`config.mk`:
```
export PLATFORM = sky130hd
export DESIGN_NAME = match_point_sweeper
export DESIGN_NICKNAME = d
export VERILOG_FILES = /design/src/rtl/match_point_sweeper.sv
export SDC_FILE = /design/constraint.sdc
export NUM_CORES = 2
export LEC_CHECK = 0
export ABC_CLOCK_PERIOD_IN_PS = 8800
export CORE_MARGIN = 2
export CORE_UTILIZATION = 55
export DETAILED_ROUTE_END_ITERATION = 8
export PLACE_DENSITY = 0.8
export SKIP_LAST_GASP = 1
export SYNTH_ARGS = -nofsm -noshare
export SYNTH_HDL_FRONTEND = slang
export SYNTH_SLANG_ARGS = --single-unit
```
`constraint.sdc`:
```
create_clock -name clk -period 8.8 [get_ports clk]
set_input_delay 0.88 -clock clk [delete_from_list [all_inputs] [get_ports clk]]
set_output_delay 0.88 -clock clk [all_outputs]
set_load 0.005 [all_outputs]
```
`src/rtl/match_point_sweeper.sv`:
```
// Sweeps alpha through the matching point calculator and buffers the point sets in order.
// Optional feature macro: ALPHA_TAG_EN (alpha stored with each result on out_alpha).
module match_point_sweeper #(
    parameter int LAT   = 14,
    parameter int DEPTH = 16
) (
    input  logic         clk,
    input  logic         rst,
    input  logic         start,
    input  logic [11:0]  alpha_start,
    input  logic [11:0]  alpha_step,
    input  logic [5:0]   n_steps,
    output logic [11:0]  alpha_o,
    input  logic [55:0]  pt_xi,
    input  logic [55:0]  pt_yi,
    input  logic [55:0]  pt_xo,
    input  logic [55:0]  pt_yo,
    input  logic [13:0]  pt_xb,
    input  logic [13:0]  pt_yb,
    output logic [251:0] out_data,
    output logic [11:0]  out_alpha,
    output logic         out_valid,
    input  logic         out_ready,
    output logic         busy,
    output logic         done
);

    localparam int AW = $clog2(DEPTH);
    localparam int CW = AW + 1;
    localparam int SW = CW + 1;

    typedef enum logic [1:0] {
        IDLE,
        SWEEP,
        DRAIN,
        DONE
    } state_t;

    state_t          state;
    logic [11:0]     step;
    logic [5:0]      remaining;
    logic [CW-1:0]   in_flight;
    logic [CW-1:0]   in_flight_nxt;
    logic [CW-1:0]   count;
    logic [SW-1:0]   credit_sum;
    logic [LAT-1:0]  tag;
    logic [AW-1:0]   wr_ptr;
    logic [AW-1:0]   rd_ptr;
    logic [251:0]    mem [DEPTH];
    logic            issue;
    logic            push;
    logic            pop;

    // Results still in the calculator pipe count against FIFO space,
    // so an issued alpha always has a slot waiting for it.
    assign credit_sum    = SW'(in_flight) + SW'(count);
    assign issue         = (state == SWEEP) && (credit_sum < SW'(DEPTH));
    assign push          = tag[LAT-1];
    assign out_valid     = (count != '0);
    assign pop           = out_valid && out_ready;
    assign in_flight_nxt = in_flight + CW'(issue) - CW'(push);
    assign out_data      = out_valid ? mem[rd_ptr] : '0;

    always_ff @(posedge clk or posedge rst) begin
        if (rst) begin
            state     <= IDLE;
            alpha_o   <= '0;
            step      <= '0;
            remaining <= '0;
            busy      <= 1'b0;
            done      <= 1'b0;
        end else begin
            done <= 1'b0;
            unique case (state)
                IDLE: begin
                    if (start) begin
                        if (n_steps != '0) begin
                            state     <= SWEEP;
                            busy      <= 1'b1;
                            alpha_o   <= alpha_start;
                            step      <= alpha_step;
                            remaining <= n_steps;
                        end else begin
                            state <= DONE;
                            done  <= 1'b1;
                        end
                    end
                end
                SWEEP: begin
                    if (issue) begin
                        remaining <= remaining - 6'd1;
                        if (remaining == 6'd1) begin
                            state <= DRAIN;
                        end else begin
                            alpha_o <= alpha_o + step;
                        end
                    end
                end
                DRAIN: begin
                    if (in_flight_nxt == '0) begin
                        state <= DONE;
                        busy  <= 1'b0;
                        done  <= 1'b1;
                    end
                end
                DONE: begin
                    state <= IDLE;
                end
                default: begin
                    state <= IDLE;
                end
            endcase
        end
    end

    always_ff @(posedge clk or posedge rst) begin
        if (rst) begin
            tag       <= '0;
            in_flight <= '0;
        end else begin
            tag       <= (tag << 1) | LAT'(issue);
            in_flight <= in_flight_nxt;
        end
    end

    always_ff @(posedge clk or posedge rst) begin
        if (rst) begin
            wr_ptr <= '0;
            rd_ptr <= '0;
            count  <= '0;
        end else begin
            if (push) wr_ptr <= wr_ptr + AW'(1);
            if (pop) rd_ptr <= rd_ptr + AW'(1);
            count <= count + CW'(push) - CW'(pop);
        end
    end

    always_ff @(posedge clk) begin
        if (push) mem[wr_ptr] <= {pt_yb, pt_xb, pt_yo, pt_xo, pt_yi, pt_xi};
    end

`ifdef ALPHA_TAG_EN
    logic [11:0] alpha_sr [LAT];
    logic [11:0] amem [DEPTH];

    always_ff @(posedge clk) begin
        alpha_sr[0] <= alpha_o;
        for (int i = 1; i < LAT; i++) alpha_sr[i] <= alpha_sr[i-1];
        if (push) amem[wr_ptr] <= alpha_sr[LAT-1];
    end

    assign out_alpha = out_valid ? amem[rd_ptr] : '0;
`else
    assign out_alpha = '0;
`endif

    // The credit scheme makes this unreachable; catch it if that ever breaks.
    assert property (@(posedge clk) disable iff (rst)
        !(push && count == CW'(DEPTH)));

endmodule

```
Word-level counts from Yosys, hierarchy flattened
Memories as Yosys holds them, arrays and structs flattened. Cells that the tools add are included. W data, S select, Z words.

Add/sub/neg operators: 9. Magnitude comparators: 1. Eq/ne operators: 10. Mux-type cells: 26. Bitwise logic cells: 1. Reduce and logical (&&, ||, !) cells: 13.

Operators by type and width (number): $mux W252 (1); $mux W12 (4); $pmux W12 S2 (1); $mux W6 (3); $or A14 B1 Y14 (1); $add A12 B12 Y12 (1); $pmux W6 S2 (1); $reduce_and A4 Y1 (3); $add A5 B1 Y5 (2); $mux W2 (5); $ne A2 B2 Y1 const B (5); $sub A5 B1 Y5 (2); $add A4 B1 Y4 const B (2); $mux W1 (8); $pmux W2 S4 (1); $add A5 B5 Y6 (1); $eq A6 B1 Y1 const B (1); $lt A6 B5 Y1 const B (1); $reduce_bool A6 Y1 (1); $sub A6 B1 Y6 const B (1); $logic_not A5 Y1 (1); $reduce_and A5 Y1 (1); $reduce_bool A5 Y1 (1); $eq A2 B2 Y1 const B (2); other kinds (7) (10).

Bits in registers: 66. RAM bits: 4032. Bits of input ports: 286. Output and inout port bits: 279. Word-level logic and storage cells: 72. Memories: 1.

Memories: mem (words 16, width 252, read ports 1, clocked after Yosys merged registers in 0, write ports 1, RTL line 49) `logic [251:0] mem [DEPTH];`.

Logic depth before layout (Yosys ltp)
Depth in word-level cells: 8. Mapped depth: 17.

Least setup slack after synthesis
OpenSTA, ideal clock, no wires.

Path kind: flip-flop to flip-flop. Start: reg tag[13]. End: mem mem[10][0] (enable). Arrival time: 6.709 ns. Data required time: 8.156 ns. Path slack: 1.447 ns. Stages on the path, launching flop included: 5. Buffers on the path: 1. Clock period less this slack: 7.353 ns. Cell sequence: dfrtp_1 > clkbuf_1 > inv_1 > nor3b_1 > and2_1.

Longest elaborated chain between the ends: 2.

RTL lines: from (decl) (RTL line 46) `logic [LAT-1:0] tag;`; from (signal assigned) (RTL line 121) `tag <= (tag << 1) | LAT'(issue);`; $mux W1 (RTL line 139) `if (push) mem[wr_ptr] <= {pt_yb, pt_xb, pt_yo, pt_xo, pt_yi, pt_xi};`; $mux W1 (implied by the code) (RTL line 139); to (decl) (RTL line 49).

No other way between the ends.

Worst setup path in the final report
Start: reg rd_ptr[0]. End: out out_data[81].

Longest elaborated chain between the ends: 2.

RTL lines: from (decl) (RTL line 48) `logic [AW-1:0] rd_ptr;`; from (signal assigned) (RTL line 133) `if (pop) rd_ptr <= rd_ptr + AW'(1);`; $mem_v2 Z16 W252; $mux W252 (RTL line 62) `assign out_data = out_valid ? mem[rd_ptr] : '0;`; to (decl) (RTL line 20) `output logic [251:0] out_data,`.

No other way between the ends.

==> impl_metrics.toml <==
[detailed_routing]
vias = 72170
drt_iter0_drc = 9612
vias_per_cell = 6.512
drc = 0
ant_nets = 0
drt-pass1-iter-count = 5
drt-wirelength-per-cell_um = 34.09
wirelength_mm = 377.8

[critical_path]
crit_path_end_kind = "output port"
worstPathMaxFanout = 40
critical_path_class = "flip-flop to output port"
worstPathArrival_ns = 5.02
crit_family = "buffers and inverters"
crit_path_max_incr_delay_ns = 1.00
worstPathRequired_ns = 7.92
crit_path_top_delay_cell = "dfrtp_4"
crit_buf_inv = 3
cp_cell_sequence = "buf_4 > buf_4 > mux4_2 > mux4_2 > and2_1 > clkdlybuf4s50_1"
startpoint_type = "flip-flop"

[placed_design]
dp_hpwl_mm = 176.0
place.gp.congestion = 0.7860
port-buffer-count = 552
placed_cell_area_um2 = 166300

[clocking]
h-tree-depth = 5
cts_setup_buffers = 0
cts_buffer_depth = 4
cts_inserted_buffers = 396
cts_tree = "built"
clock_sinks = 4098
cts_hold_buf = 0
cts.clk_slew.worst_paths_ns = 0.06
cts.repair.resized = 0
clkLatencyLatePin_ns = 0.93
cts-root-buf = "clkbuf_16"

[synth]
ys_types = 47
synth_top_family_by_area = "multiplexers"
synthSimpleGateAreaFrac = 0.01300
seq_area_frac_synth = 0.7858
synth.top_cell.area_share = 0.7752
synth_mux_area_frac = 0.1832
avgSynthCellArea_um2 = 25.12
synth_compound_area_frac = 0.002972
async_reset_ff_frac = 0.01611
yosysWarningCount = 0
synth-xor-area-share = 0.001178
ys.flop_type = "edfxtp_1"
synth_area_um2 = 156200
synthTopCellsByArea = "edfxtp_1 78%, mux4_2 18%, and2_1 1.1%"
synth_area_leader_cell = "edfxtp_1"
synth-seq-cells = 4098
syn_inst = 6218
synth_edf_count = 4032
synth-adder-area-share = 0.003269

[die]
io_pins = 565
die_height_um = 536.9
initial_core_util = 0.5533
die-area_um2 = 288200
fp.dieW_um = 536.9
fp.coreArea_um2 = 282300
rows = 195

[sta]
max_freq_mhz = 169.6
rsz0062_at_grt = "no"
period_share = 0.6701
tightest_slew_ns = 1.309
fin_worst_skew_ns = 0.05745
finalMaxSlewViolations = 0
finalHoldViolCount = 0
relSlewSlack = 0.1276
setup_viol = 0
fin_tns_setup_ns = 0
layout_min_cycle_time_ns = 5.897
whs_ns = 0.3425

[finish]
final_cell_mix = "4032 x edfxtp_1, 1260 x mux4_2, 552 x clkdlybuf4s50_1, 398 x clkbuf_16, 254 x and2_1"
final_common_cell = "edfxtp_1"
fin_util = 0.6342
drive_gt1_frac = 0.2693
nets = 7277
stdcell_area_um2 = 179000
areaGrowthSynthToFinish_pct = 14.63

[run]
drv_cap = 0

[global_route]
antenna_found_initial = 95
grt_pass1_vias = 75630
grt_max_degree = 154
grt_pass1_wl_mm = 541.2
gr-total-overflow = 0
grt_usage = 0.2626

[power_and_ir_drop]
p_leak_nw = 55.60
vdd_drop_max_mv = 0.2934
p_per_area_nw_per_um2 = 318.0

[hold_path]
worstHoldPathType = "flip-flop to flip-flop"

[status]
status = "finished clean"
## cell families (layout without fill, tap and decap cells)
family | count (synthesis) | in the layout
other | 1 | 68
and+or+nand+nor | 339 | 339
adders and majority gates | 39 | 39
AOI/OAI and AO/OA | 79 | 79
DFF | 4098 | 4098
xor gates and xnor gates | 21 | 21
muxes | 1282 | 1282
buffers and inverters | 359 | 1413
## state kept, by name (all words and copies together) (netlist names)
signal     count
rd_ptr         4
wr_ptr         4
done           1
count          5
state          2
busy           1
in_flight      5
remaining      6
mem         4032
tag           14
step          12
alpha_o       12
## metal layers
metal  GRT usage  share of wire  up-vias
met5           0         0.0014        -
met4     0.09368          0.033       82
li1            -              -    28340
met3     0.05464           0.10      739
met1      0.3587           0.37    38750
met2      0.4255           0.50     4262
## cells in the mapped netlist, drive strengths merged (2+ instances only)
master / instances
mux2i: 10
and2: 270
nor3: 8
nand2: 15
mux2: 12
fa: 3
dfrtp: 66
nor3b: 3
o21ai: 21
or3: 5
a21oi: 34
nor2: 18
nand3: 7
a21o: 7
xor2: 7
buf: 171
edfxtp: 4032
o21a: 2
mux4: 1260
o211ai: 2
ha: 36
xnor2: 14
inv: 29
nand4: 2
o22ai: 3
clkbuf: 159
nor2b: 6
a31oi: 2
## final timing paths
check / from / endpoint / slack (ns) / cells past startpoint
setup / recovery: rd_ptr[0] / out_data[81] / 2.90 / 6
hold / removal: tag[11] / tag[12] / 0.34 / 0
setup reg to reg: state[1] / state[1] / 3.95 / 14
hold reg to reg: tag[11] / tag[12] / 0.34 / 0
max in group asynchronous: rst / rd_ptr[3] / 7.56 / 3
min in group asynchronous: rst / step[5] / 0.53 / 3
## cell type report
type,instances,area [um2]
clock buffer,482,10410
timing repair buffer,655,6849
fill,17360,103300
antenna,56,140.1
clock inverter,247,2208
tap,3743,4683
sequential,4098,122700
inverter,29,108.9
multi-input combinational,1772,31890
## worst register-to-register path, cell delays in order, from the launching register on
cell	delay, ns
dfrtp_1	0.39
inv_1	0.12
ha_1	1.05
nand3_1	0.30
ha_1	0.39
inv_1	0.06
ha_1	0.22
fa_1	0.45
a21o_1	0.23
a21oi_1	0.27
xnor2_1	0.15
nor3_1	0.51
inv_1	0.08
a21oi_1	0.28
mux2i_1	0.26
## metrics by stage
stage / instances / total power [mW] / worst slack, ns
after global routing: 11060 / 58.80 / 2.564
after detailed placement: 10300 / 40.64 / 3.764
after global placement: 10300 / 40.35 / 3.802
final: 11080 / 56.93 / 2.903
after floorplan: 6229 / 34.12 / 1.447
after CTS: 11030 / 57.27 / 2.710
## where the power goes
group | switching, mW | total, mW | internal, mW
clock network | 7.30 | 16.5 | 9.17
registers | 0.531 | 22.9 | 22.3
logic | 8.16 | 17.6 | 9.44
(Power assumes the default switching activity.)
